## src/rtl/mem_wb_stage.sv

```systemverilog
// mem_wb_stage: memory-access / writeback stage.
// Takes registered EXE results, performs the data-memory access over a
// req/ack handshake, and drives the writeback pair back to the register file.
// A bounded wait aborts a hung access and raises a sticky bus error.
module mem_wb_stage #(
   parameter int ARQ              = 16,
   parameter int MEMORY_ADDR_SIZE = 13,
   parameter int TIMEOUT          = 16
) (
   input  logic                        clk,
   input  logic                        rst,
   input  logic                        valid_in,
   input  logic                        wb_enable_in,
   input  logic                        rd_mem_in,
   input  logic                        wr_mem_in,
   input  logic                        mux_mem_in,
   input  logic                        pc_en_in,
   input  logic [ARQ-1:0]              alu_result_in,
   input  logic [ARQ-1:0]              src3_in,
   output logic                        mem_req,
   output logic                        mem_we,
   output logic [MEMORY_ADDR_SIZE-1:0] mem_addr,
   output logic [ARQ-1:0]              mem_wdata,
   input  logic [ARQ-1:0]              mem_rdata,
   input  logic                        mem_ack,
   output logic                        stall,
   output logic [ARQ-1:0]              wb_result,
   output logic                        wr_reg_en,
   output logic                        pc_en_out,
   output logic                        bus_err
);

   localparam int CNT_W = (TIMEOUT > 1) ? $clog2(TIMEOUT) : 1;

   typedef enum logic {IDLE, ACCESS} state_t;

   state_t           state;
   state_t           state_next;
   logic [CNT_W-1:0] cnt;

   // Instruction context captured when an access is launched
   logic             wb_en_p1;
   logic             mux_p1;
   logic             pc_en_p1;
   logic             load_p1;
   logic [ARQ-1:0]   alu_p1;

   logic             memop;
   logic             is_load;
   logic             timeout_hit;

   // Writeback source: memory data only for a true load that selects it
   function automatic logic [ARQ-1:0] sel_wb(input logic load, input logic mux,
                                             input logic [ARQ-1:0] rdata,
                                             input logic [ARQ-1:0] alu);
      return (load && mux) ? rdata : alu;
   endfunction

   assign memop       = rd_mem_in | wr_mem_in;
   // A read+write request is executed as a store only
   assign is_load     = rd_mem_in & ~wr_mem_in;
   // An ack in the final cycle takes priority over the abort
   assign timeout_hit = (state == ACCESS) && !mem_ack && (cnt == CNT_W'(TIMEOUT - 1));
   assign stall       = (state == ACCESS) && !mem_ack;

   // State register
   always_ff @(posedge clk or negedge rst) begin
      if (!rst) state <= IDLE;
      else      state <= state_next;
   end

   // Next-state logic
   always_comb begin
      state_next = state;
      case (state)
         IDLE:    if (valid_in && memop)     state_next = ACCESS;
         ACCESS:  if (mem_ack || timeout_hit) state_next = IDLE;
         default: state_next = IDLE;
      endcase
   end

   // Memory interface, writeback outputs, captured context and timeout counter
   always_ff @(posedge clk or negedge rst) begin
      if (!rst) begin
         mem_req   <= 1'b0;
         mem_we    <= 1'b0;
         mem_addr  <= '0;
         mem_wdata <= '0;
         wb_result <= '0;
         wr_reg_en <= 1'b0;
         pc_en_out <= 1'b0;
         bus_err   <= 1'b0;
         cnt       <= '0;
         wb_en_p1  <= 1'b0;
         mux_p1    <= 1'b0;
         pc_en_p1  <= 1'b0;
         load_p1   <= 1'b0;
         alu_p1    <= '0;
      end else begin
         case (state)
            IDLE: begin
               wr_reg_en <= 1'b0;
               if (valid_in && memop) begin
                  mem_req   <= 1'b1;
                  mem_we    <= wr_mem_in;
                  mem_addr  <= alu_result_in[MEMORY_ADDR_SIZE-1:0];
                  mem_wdata <= src3_in;
                  wb_en_p1  <= wb_enable_in;
                  mux_p1    <= mux_mem_in;
                  pc_en_p1  <= pc_en_in;
                  load_p1   <= is_load;
                  alu_p1    <= alu_result_in;
                  cnt       <= '0;
               end else if (valid_in) begin
                  wb_result <= alu_result_in;
                  wr_reg_en <= wb_enable_in;
                  pc_en_out <= pc_en_in;
               end
            end
            ACCESS: begin
               wr_reg_en <= 1'b0;
               if (mem_ack) begin
                  mem_req   <= 1'b0;
                  wb_result <= sel_wb(load_p1, mux_p1, mem_rdata, alu_p1);
                  wr_reg_en <= wb_en_p1;
                  pc_en_out <= pc_en_p1;
               end else if (timeout_hit) begin
                  mem_req <= 1'b0;
                  bus_err <= 1'b1;
               end else begin
                  cnt <= cnt + CNT_W'(1);
               end
            end
            default: wr_reg_en <= 1'b0;
         endcase
      end
   end

endmodule

```

## config.mk

```make
export PLATFORM = sky130hd
export DESIGN_NAME = mem_wb_stage
export DESIGN_NICKNAME = d
export VERILOG_FILES = /design/src/rtl/mem_wb_stage.sv
export SDC_FILE = /design/constraint.sdc
export NUM_CORES = 1
export LEC_CHECK = 0
export BUFFER_PORTS_ARGS = -buffer_cell sky130_fd_sc_hd__buf_4
export CAP_MARGIN = 20
export CELL_PAD_IN_SITES_DETAIL_PLACEMENT = 0
export CELL_PAD_IN_SITES_GLOBAL_PLACEMENT = 2
export CORE_ASPECT_RATIO = 1.75
export CORE_UTILIZATION = 28
export CTS_BUF_LIST = sky130_fd_sc_hd__clkbuf_16
export CTS_CLUSTER_DIAMETER = 200
export DETAILED_ROUTE_END_ITERATION = 10
export PLACE_DENSITY_LB_ADDON = 0.08
export SYNTH_ARGS = -nofsm -noshare
export SYNTH_HDL_FRONTEND = slang
export SYNTH_SLANG_ARGS = --single-unit
export TNS_END_PERCENT = 1
```

## constraint.sdc

```tcl
create_clock -name clk -period 1.35 [get_ports clk]
set_input_delay 0.0675 -clock clk [delete_from_list [all_inputs] [get_ports clk]]
set_output_delay 0.0675 -clock clk [all_outputs]
set_load 0.02 [all_outputs]
```

# Yosys cells after proc, flatten, opt, wreduce, memory -nomap -nowiden
# Index checks and enable logic that the tools add are counted.
[classes]
eq_ne = 8
n_reduce_logical = 11
mux = 24
addsub = 1
bitwise_logic = 5
[ops]
columns = ["operator", "count"]
rows = [
  ["$mux W16", 4],
  ["$pmux W16 S2", 1],
  ["$mux W4", 3],
  ["$ne A2 B2 Y1 const B", 6],
  ["$mux W1", 11],
  ["$reduce_and A3 Y1", 3],
  ["$pmux W1 S2", 4],
  ["$pmux W4 S2", 1],
  ["$add A4 B1 Y4 const B", 1],
  ["$eq A4 B4 Y1 const B", 1],
  ["$logic_and A1 B1 Y1", 4],
  ["$reduce_and A2 Y1", 2],
  ["$ne A3 B2 Y1 const B", 1],
  ["$not A1 Y1", 3],
  ["$and A1 B1 Y1", 1],
  ["$logic_not A1 Y1", 1],
  ["$logic_or A1 B1 Y1", 1],
  ["$or A1 B1 Y1", 1],
]
[word_totals]
word_cells = 64
output_inout_bits = 51
register_bits = 75
input_bits = 57

# Logic depth before layout (Yosys ltp)
# Gate-level depths: netlist of the first run.
[logic_depth]
word_depth = 6
depth_mapped = 6
ltp_nobuf = 4

# Least setup slack after synthesis of the first run
# Ideal clock, no wire load.
[synth_timing]
path_kind = "register -> register"
from = "register state"
to = "register pc_en_out"
stages_incl_launch_ff = 5
arrival_ns = 1.326
t_required_ns = 1.225
setup_time_ns = 0.125
path_buffers = 2
path_slack_ns = -0.101
period_less_slack_ns = 1.451
path_cell_list = "dfrtp_1 buf_4 a22oi_4 buf_12 mux2_4"
[synth_via]
elab_chain_cells = 3
elab_cells_between_ends = 6
cone_classes = "eq/ne: 3; mux: 1; bitwise: 1; reduce/logical: 1"
[synth_lines]
columns = ["item", "line_no", "source"]
rows = [
  ["start: declaration", "37", "state_t state;"],
  ["start signal: assignment", "69", "else state <= state_next;"],
  ["$not A1 Y1 (no source line)", "n/a", ""],
  ["$ne A2 B2 Y1 (no source line)", "n/a", ""],
  ["$reduce_and A3 Y1 (no source line)", "n/a", ""],
  ["end signal: assignment", "117", "pc_en_out <= pc_en_in;"],
  ["end signal: assignment", "126", "pc_en_out <= pc_en_p1;"],
  ["end: declaration", "29", "output logic pc_en_out,"],
]
# Parallel ways exist; a longest one is shown, timed or not.
# A chain may end at the register's enable or synchronous reset.

# Final worst setup path of the first run
[layout_timing]
from = "register state"
to = "output port stall"
[layout_via]
elab_chain_cells = 1
[layout_lines]
columns = ["item", "line_no", "source"]
rows = [
  ["$logic_and A1 B1 Y1", "64", "assign stall = (state == ACCESS) && !mem_ack;"],
  ["end: declaration", "26", "output logic stall,"],
]
# Every way passes these cells.

==> impl_metrics.env, run 1 <==
export IMPL_status="complete, but fails checks"
export IMPL_violations="setup timing"
export IMPL_synth_nets=300
export IMPL_arrival_ns=1.37
export IMPL_setup_viol_count_final=53
export IMPL_synth_seq_cells=62
export IMPL_leakagePower_nw=2.35
export IMPL_gp_congestion=0.684
export IMPL_crit_buf_inv=3
export IMPL_ir_drop_mv=0.774
export IMPL_dieArea_mm2=0.0112
export IMPL_firstDrtPassIters=4
export IMPL_slew_viol_final=0
export IMPL_hold_class="in -> reg"
export IMPL_pwr_share_comb_pct=37.6
export IMPL_worstSetupEndpointType="primary output"
export IMPL_hold_worst_slack_ns=0.00995
export IMPL_grt_pass1_wl_um=13400
export IMPL_vias=2431
export IMPL_diodes=0
export IMPL_syn_avg_cell_area_um2=12.5
export IMPL_synth_seq_area_share_pct=51.5
export IMPL_ys_warn_count=0
export IMPL_numClockSinks=62
export IMPL_drive_above_1_share_pct=50.0
export IMPL_period_needed_ns=1.44
export IMPL_drc_errors=0
export IMPL_grt_ovfl_total=0
export IMPL_vias_per_cell=4.70
export IMPL_cts_tree="yes"
export IMPL_wl_per_cell_um=16.3
export IMPL_cts_buffer_depth=2
export IMPL_die_h_um=139
export IMPL_cts_root_buf="clkbuf_16"
export IMPL_grt_setup_unrepaired="true"
export IMPL_port_buffers=107
export IMPL_fin_crit_sh_pct=107
export IMPL_syn_inst=242
export IMPL_die_width_um=80.4
export IMPL_path_class="reg -> out"
export IMPL_io_pins=108
export IMPL_p_clk_share_pct=29.1
export IMPL_clock_skew_ns=0.00465
export IMPL_clock_latency_ns=0.32
export IMPL_antenna_found_initial=0
export IMPL_grt_max_degree=63
export IMPL_cpMostUsedCell="buf_4"
export IMPL_syn_cell_area_mm2=0.00302
export IMPL_tightest_slew_ns=0.361
export IMPL_crit_fanout=15
export IMPL_maxCapViolations=0
export IMPL_nFillCells=981
export IMPL_path_cells="buf_12, nor2b_1, buf_4, buf_4"
export IMPL_finalPower_mw=8.22
export IMPL_place_ws_ns=-0.0877
export IMPL_dp_hpwl_um=5550
export IMPL_fin_nets=443
export IMPL_max_slew_margin_pct=75.9
export IMPL_core_area_mm2=0.0104
export IMPL_grt_usage_pct=16.0
export IMPL_grt_pass1_vias=2614
export IMPL_crit_slowest_cell="dfrtp_2"
export IMPL_swShare_pct=31.3
export IMPL_hold_violations=0
export IMPL_clk_pin_slew_ns=0.05
export IMPL_fmax_mhz=694
export IMPL_powerDensity_mw_per_mm2=1720
export IMPL_worst_slack_ns=-0.0899
export IMPL_start_kind="flop"
export IMPL_max_stage_delay_ns=0.45
export IMPL_postRouteAntennaNets=0
export IMPL_initial_core_util_pct=29.1
export IMPL_p_int_mw=5.65
export IMPL_cts_buffers=9
export IMPL_cts_max_level=3
export IMPL_drt_initial_drc_count=115
export IMPL_p_seq_share_pct=33.3
export IMPL_drt_total_wl_um=8410
export IMPL_syn_to_final_growth_pct=58.6
export IMPL_cp_top_family="buffers and inverters"
export IMPL_fp_row_count=49
export IMPL_p_switching_mw=2.58
export IMPL_cp_required_ns=1.28
export IMPL_netlist_cell_type_count=29
worst register-to-register path, stage by stage, from the launching register on:
cell and delay [ns]:
dfrtp_2 0.45, buf_4 0.15, a22oi_4 0.17, buf_12 0.22, mux2_4 0.33
final cells by class:
class	count	area (µm²)	area share, %
inverter	18	67.6	1.41
multi-input combinational	132	1300	27.2
clock inverter	7	78.8	1.65
clock buffer	9	225	4.71
timing repair buffer	162	1400	29.2
tap	127	159	3.32
sequential	62	1550	32.5
power groups by stage:
stage	Combinational [mW]	Sequential (mW)	Clock, mW
floorplan	1.30	3.12	0
global placement	2.79	2.74	0
detailed placement	2.81	2.76	0
CTS	3.06	2.74	2.47
global route	3.31	2.81	2.54
finish	3.10	2.74	2.39
cell usage in the layout, fill, tap and decap left out, drive strengths merged, types with 2 or more instances in the layout:
cell type,netlist,final
nand4,17,17
inv,18,18
mux2i,2,2
a21oi,2,2
o21ai,5,5
o221ai,16,16
nand2,17,17
nor2b,2,2
clkbuf,2,9
dfrtp,62,62
nand2b,2,2
dlygate4sd3,0,37
mux2,53,53
clkinv,0,5
nand3,6,6
buf,28,125
bufinv,0,2
nor2,2,2
per-stage QoR:
stage                     area (µm²)  std cells  utilization, %  setup TNS (ns)
after global routing            4780        517            46.2           -5.90
after CTS                       4730        517            45.6           -2.97
after floorplan                 3020        242               -           -2.09
after detailed placement        3950        462            38.1           -2.87
final                           4780        517            46.2           -3.13
after global placement          3950        462            38.1           -1.70
metal layers:
layer,vias to the layer above,share of wire [%],GRT usage (%)
li1,1146,-,-
met1,1202,41,18.5
met2,73,53,27.9
met3,10,4.4,3.80
met4,0,1.8,6.11
met5,-,0,0
synthesized netlist by cell type:
cell,instances,area [µm²]
dfrtp_1,62,1550
mux2_2,43,484
buf_4,21,158
inv_1,18,67.6
nand2_1,17,63.8
nand4_1,17,106
o221ai_1,16,140
mux2_4,10,150
nand3_1,6,30.0
buf_2,5,25.0
o21ai_0,5,25.0
a21oi_1,2,10.0
clkbuf_1,2,7.51
mux2i_1,2,20.0
nor2_4,2,22.5
a22o_1,1,8.76
a22oi_4,1,21.3
a2bb2oi_1,1,8.76
a41o_1,1,10.0
and2_1,1,6.26
and3_1,1,6.26
buf_12,1,20.0
buf_6,1,11.3
ha_1,1,12.5
nand2b_1,1,6.26
nand2b_4,1,13.8
nor2b_1,1,6.26
nor2b_4,1,13.8
o2bb2ai_1,1,8.76
state kept, by name, indices dropped and copies added (netlist names), 4 cells and up:
register   count
alu_p1         4
cnt            4
mem_wdata     16
wb_result     16
mem_addr      12
final timing paths:
path	end	slack, ns	start	depth (start not counted)
hold reg to reg	bus_err	0.47	bus_err	1
hold / removal	mem_we	0.01	wr_mem_in	2
setup / recovery	stall	-0.09	state	4
min in group asynchronous	wb_result[11]	0.27	rst	3
setup reg to reg	wb_result[5]	-0.09	state	4
max in group asynchronous	state	0.76	rst	3
kinds of logic (layout without fill, tap and decap cells):
| kind of cell | Yosys count | after routing | synth area share, % |
|---|---|---|---|
| simple gates | 48 | 48 | 9.13 |
| mux | 55 | 55 | 21.7 |
| flops | 62 | 62 | 51.5 |
| compound gates | 28 | 28 | 7.72 |
| fa+ha+maj | 1 | 1 | 0.415 |
| buf+inv | 48 | 196 | 9.58 |
repair_timing:
action | CTS | global route
hold buffers | 37 | 0
endpoints found under the hold margin | 98 | 0
buffers inserted | 2 | 0
cloned | 0 | 0
setup endpoints to repair | 54 | 55
gates resized for setup | 23 | 14
Note: power is estimated with default switching activity, not from simulation.
==> run 2, diff against run 1 <==
Settings changed: CORE_UTILIZATION 28 to 34.
Clock period 1.35 ns to 1.8 ns, I/O delays scaled along.
==> run 2 against run 1 <==
Net effect:
- the flow now finishes without violations
- cell count shrank 3.7%
- global-route usage grew 1.4 points
- final area shrank 5.8%
- clock power shrank 31%
- count of clock-buffer cells in the layout is the same
- sequential power shrank 26%
- power shrank 30%
- clock skew is essentially flat
- sequential share of layout area grew 2.0 points
- largest cell class unchanged
==> impl_metrics.env, run 2 (synthesis results as in run 1) <==
export IMPL_die_h_um=127
export IMPL_cp_required_ns=1.71
export IMPL_gp_congestion=0.714
export IMPL_cts_max_level=3
export IMPL_clock_skew_ns=0.00416
export IMPL_fin_crit_sh_pct=85.6
export IMPL_dp_hpwl_um=5120
export IMPL_layout_common_cells="buf_4, dfrtp_1, mux2_2"
export IMPL_postRouteAntennaNets=0
export IMPL_worstSetupEndpointType="primary output"
export IMPL_cts_tree="yes"
export IMPL_grt_max_degree=63
export IMPL_syn_to_final_growth_pct=49.5
export IMPL_diodes=0
export IMPL_leakagePower_nw=2.16
export IMPL_max_slew_margin_pct=45.6
export IMPL_crit_fanout=35
export IMPL_wl_per_cell_um=15.1
export IMPL_fin_nets=434
export IMPL_setup_viol_count_final=0
export IMPL_cts_buffers=9
export IMPL_initial_core_util_pct=35.0
export IMPL_numClockSinks=62
export IMPL_firstDrtPassIters=4
export IMPL_vias_per_cell=4.73
export IMPL_grt_pass1_vias=2465
export IMPL_top_regs="mem_wdata (16), wb_result (16), mem_addr (12)"
export IMPL_core_area_mm2=0.00861
export IMPL_grt_setup_unrepaired="false"
export IMPL_cts_buffer_depth=2
export IMPL_arrival_ns=1.45
export IMPL_slew_viol_final=0
export IMPL_drt_total_wl_um=7520
export IMPL_grt_use_met3_pct=4.85
export IMPL_fmax_mhz=649
export IMPL_tightest_slew_ns=0.816
export IMPL_clk_pin_slew_ns=0.05
export IMPL_grt_usage_pct=17.5
export IMPL_busiest_layer="met2"
export IMPL_grt_use_met2_pct=29.6
export IMPL_cts_root_buf="clkbuf_16"
export IMPL_ir_drop_mv=0.615
export IMPL_die_width_um=73.2
export IMPL_maxCapViolations=0
export IMPL_status="finished, final reports clean"
export IMPL_stdcell_area_mm2=0.00451
export IMPL_drc_errors=0
export IMPL_grt_pass1_wl_um=12100
export IMPL_placed_area_mm2=0.00388
export IMPL_hold_class="in -> reg"
export IMPL_drt_initial_drc_count=108
export IMPL_period_needed_ns=1.54
export IMPL_start_kind="flop"
export IMPL_drive_above_1_share_pct=50.1
export IMPL_met1_usage_pct=19.8
export IMPL_powerDensity_mw_per_mm2=1280
export IMPL_layout_cells_most_common="buf_4"
export IMPL_path_class="reg -> out"
export IMPL_setup_tns_ns=0
export IMPL_clock_latency_ns=0.33
export IMPL_cts_resized=0
export IMPL_dieArea_mm2=0.00926
export IMPL_port_buffers=107
export IMPL_grt_ovfl_total=0
export IMPL_io_pins=108
export IMPL_hold_violations=0
export IMPL_vias=2357
export IMPL_antenna_found_initial=0
export IMPL_fp_row_count=45
==> run 2: final timing paths <==
kind                             startpoint       endpoint  slack [ns]  cells past startpoint
setup / recovery                      state          stall        0.26                      4
hold / removal             alu_result_in[4]    mem_addr[4]        0.01                      2
setup reg to reg                      state  mem_wdata[12]        0.35                      4
hold reg to reg                     bus_err        bus_err        0.48                      1
max in group asynchronous               rst          state        0.82                      2
min in group asynchronous               rst   mem_addr[11]        0.38                      2
==> run 2: cell type report <==
cell class / count / area [µm²]
Clock inverter: 7 / 56.3
Inverter: 18 / 67.6
Fill cell: 813 / 4110
Sequential cell: 62 / 1550
Timing Repair Buffer: 153 / 1280
Clock buffer: 9 / 225
Multi-Input combinational cell: 132 / 1170
Tap cell: 117 / 146
==> run 2: power breakdown <==
part / switching [mW] / internal (mW)
combinational: 1.01 / 1.09
sequential: 0.249 / 1.79
clock: 0.601 / 1.05
==> run 2: metal layers <==
layer | share of wire, % | vias up
li1 | - | 1130
met1 | 40 | 1150
met2 | 53 | 67
met3 | 5.6 | 10
met4 | 1.7 | 0
met5 | 0 | -
==> run 2: worst max-delay path: stages (launching register included) <==
cell,delay [ns]
dfrtp_2,0.45
buf_12,0.21
nor2b_1,0.15
buf_4,0.15
buf_4,0.14
==> run 2: repair_timing <==
item,4_1_cts,5_1_grt
hold endpoints to repair,95,0
hold buffers,34,0
setup buffers,0,0
==> run 2: through the flow <==
step	util (%)	worst slack, ns	power (mW)	cells	hold WS [ns]
3_3_place_gp	45.1	0.368	4.11	448	0.257
5_1_grt	52.3	0.197	6.10	498	0.00611
2_1_floorplan	-	0.349	3.32	242	-0.206
4_1_cts	52.3	0.244	5.87	498	0.000379
3_5_place_dp	45.1	0.346	4.13	448	0.241
6_report	52.3	0.260	5.79	498	0.0101
==> run 3, diff against run 2 <==
Settings changed: GPL_TIMING_DRIVEN set to 0, MAX_ROUTING_LAYER set to met4, PLACE_DENSITY_LB_ADDON 0.08 to 0.1.
==> run 3 against run 2 <==
Net effect:
- maximum frequency shrank 4.9%
- worst setup slack lost 0.080 ns
- largest cell class unchanged
- register-to-register slack worse by 0.17 ns
- sequential power about the same
- clock power decreased by 12%
- utilization fell by 0.30 points
- combinational power rose by 5%
- sequential share of layout area increased by 0.17 points
- final area decreased by 0.58%
==> impl_metrics.env, run 3 (synthesis results as in run 1) <==
export IMPL_wl_per_cell_um=15.6
export IMPL_status="finished, final reports clean"
export IMPL_port_buffers=107
export IMPL_clock_skew_ns=0.00432
export IMPL_stdcell_area_mm2=0.00448
export IMPL_cts_max_level=3
export IMPL_path_cells="buf_4, a22oi_4, buf_12, mux2_4"
export IMPL_powerDensity_mw_per_mm2=1270
export IMPL_fin_crit_sh_pct=90.0
export IMPL_io_pins=108
export IMPL_path_class="reg -> reg"
export IMPL_cp_top_family="flip-flops"
export IMPL_fp_row_count=45
export IMPL_ir_drop_mv=0.643
export IMPL_die_width_um=73.2
export IMPL_start_kind="flop"
export IMPL_finalPower_mw=5.69
export IMPL_slew_viol_final=0
export IMPL_cp_depth=4
export IMPL_period_needed_ns=1.62
export IMPL_crit_buf_inv=2
export IMPL_fin_nets=445
export IMPL_crit_fanout=10
export IMPL_firstDrtPassIters=4
export IMPL_worstSetupEndpointType="flop"
export IMPL_grt_pass1_wl_um=12400
export IMPL_rrSetupSlack_ns=0.18
export IMPL_layout_cells_most_common="buf_4"
export IMPL_layout_common_cells="buf_4, dfrtp_1, mux2_2"
export IMPL_hold_class="in -> reg"
export IMPL_drc_errors=0
export IMPL_antenna_found_initial=0
export IMPL_hold_violations=0
export IMPL_grt_pass1_vias=2528
export IMPL_cts_buffers=9
export IMPL_leakagePower_nw=2.18
export IMPL_clock_latency_ns=0.32
export IMPL_grt_setup_unrepaired="false"
export IMPL_cp_required_ns=2.00
export IMPL_max_stage_delay_ns=0.41
export IMPL_arrival_ns=1.82
export IMPL_vias=2433
export IMPL_die_h_um=127
export IMPL_maxCapViolations=0
export IMPL_drt_initial_drc_count=74
export IMPL_cts_root_buf="clkbuf_16"
export IMPL_fmax_mhz=617
export IMPL_syn_to_final_growth_pct=48.6
export IMPL_rr_worst_depth=4
export IMPL_postRouteAntennaNets=0
export IMPL_cts_buffer_depth=2
export IMPL_setup_tns_ns=0
export IMPL_top_regs="mem_wdata (16), wb_result (16), mem_addr (12)"
export IMPL_crit_slowest_cell="dfrtp_1"
export IMPL_grt_usage_pct=18.8
export IMPL_nFillCells=816
export IMPL_initial_core_util_pct=35.0
export IMPL_placed_area_mm2=0.00397
export IMPL_clk_pin_slew_ns=0.05
export IMPL_drt_total_wl_um=7930
export IMPL_drive_above_1_share_pct=52.1
export IMPL_gp_congestion=0.749
export IMPL_max_slew_margin_pct=45.6
export IMPL_min_path_cells=2
export IMPL_diodes=0
export IMPL_core_area_mm2=0.00861
export IMPL_tightest_slew_ns=0.816
export IMPL_grt_max_degree=63
export IMPL_dieArea_mm2=0.00926
export IMPL_grt_ovfl_total=0
export IMPL_setup_viol_count_final=0
export IMPL_numClockSinks=62
export IMPL_dp_hpwl_um=5600
export IMPL_cts_resized=0
export IMPL_cts_tree="yes"
export IMPL_vias_per_cell=4.80
[run 3: worst paths after layout]
path / start / endpoint
worst max register to register: state / wb_result[10]
max in group asynchronous: rst / mem_addr[3]
min in group asynchronous: rst / mem_addr[11]
worst min-delay path: alu_result_in[1] / mem_addr[1]
worst min register to register: bus_err / bus_err
worst max-delay path: state / wb_result[10]
[run 3: power by group]
| group | switching, mW | internal [mW] | total, mW |
|---|---|---|---|
| logic | 1.06 | 1.15 | 2.20 |
| registers | 0.235 | 1.79 | 2.03 |
| clock network | 0.566 | 0.891 | 1.46 |
[run 3: final cells by class]
type                    instances  area (µm²)  area share [%]
plain buffers                  30         221            4.94
clock buffers                   9         225            5.03
clock inverters                 5        20.0           0.447
inverters                      18        67.6            1.51
multi-input cells             132        1170            26.2
flip-flops and latches         62        1550            34.6
well taps                     117         146            3.27
repair buffers                134        1070            24.0
[run 3: worst reg2reg max path: stages (launching register included)]
cell	delay, ns
dfrtp_1	0.41
buf_4	0.19
a22oi_4	0.37
buf_12	0.21
mux2_4	0.31
[run 3: repair_timing]
item                                   CTS  global route
endpoints found under the hold margin   88             0
hold buffers                            27             0
buffers inserted                         0             0
[run 3: through the flow]
step / cells / setup WS, ns / util, % / hold WS, ns
2_1_floorplan: 242 / 0.349 / - / -0.206
3_3_place_gp: 466 / 0.163 / 46.0 / 0.248
3_5_place_dp: 466 / 0.160 / 46.0 / 0.239
4_1_cts: 507 / 0.144 / 52.0 / 0.000726
5_1_grt: 507 / 0.114 / 52.0 / 0.00110
6_report: 507 / 0.180 / 52.0 / 0.0110
[run 3: per-layer routing]
| metal | up-vias | wire length, µm | GRT usage (%) |
|---|---|---|---|
| li1 | 1143 | - | - |
| met1 | 1205 | 3080 | 20.0 |
| met2 | 75 | 4290 | 32.1 |
| met3 | 10 | 425 | 4.21 |
| met4 | 0 | 138 | 8.65 |
| met5 | - | 0 | - |
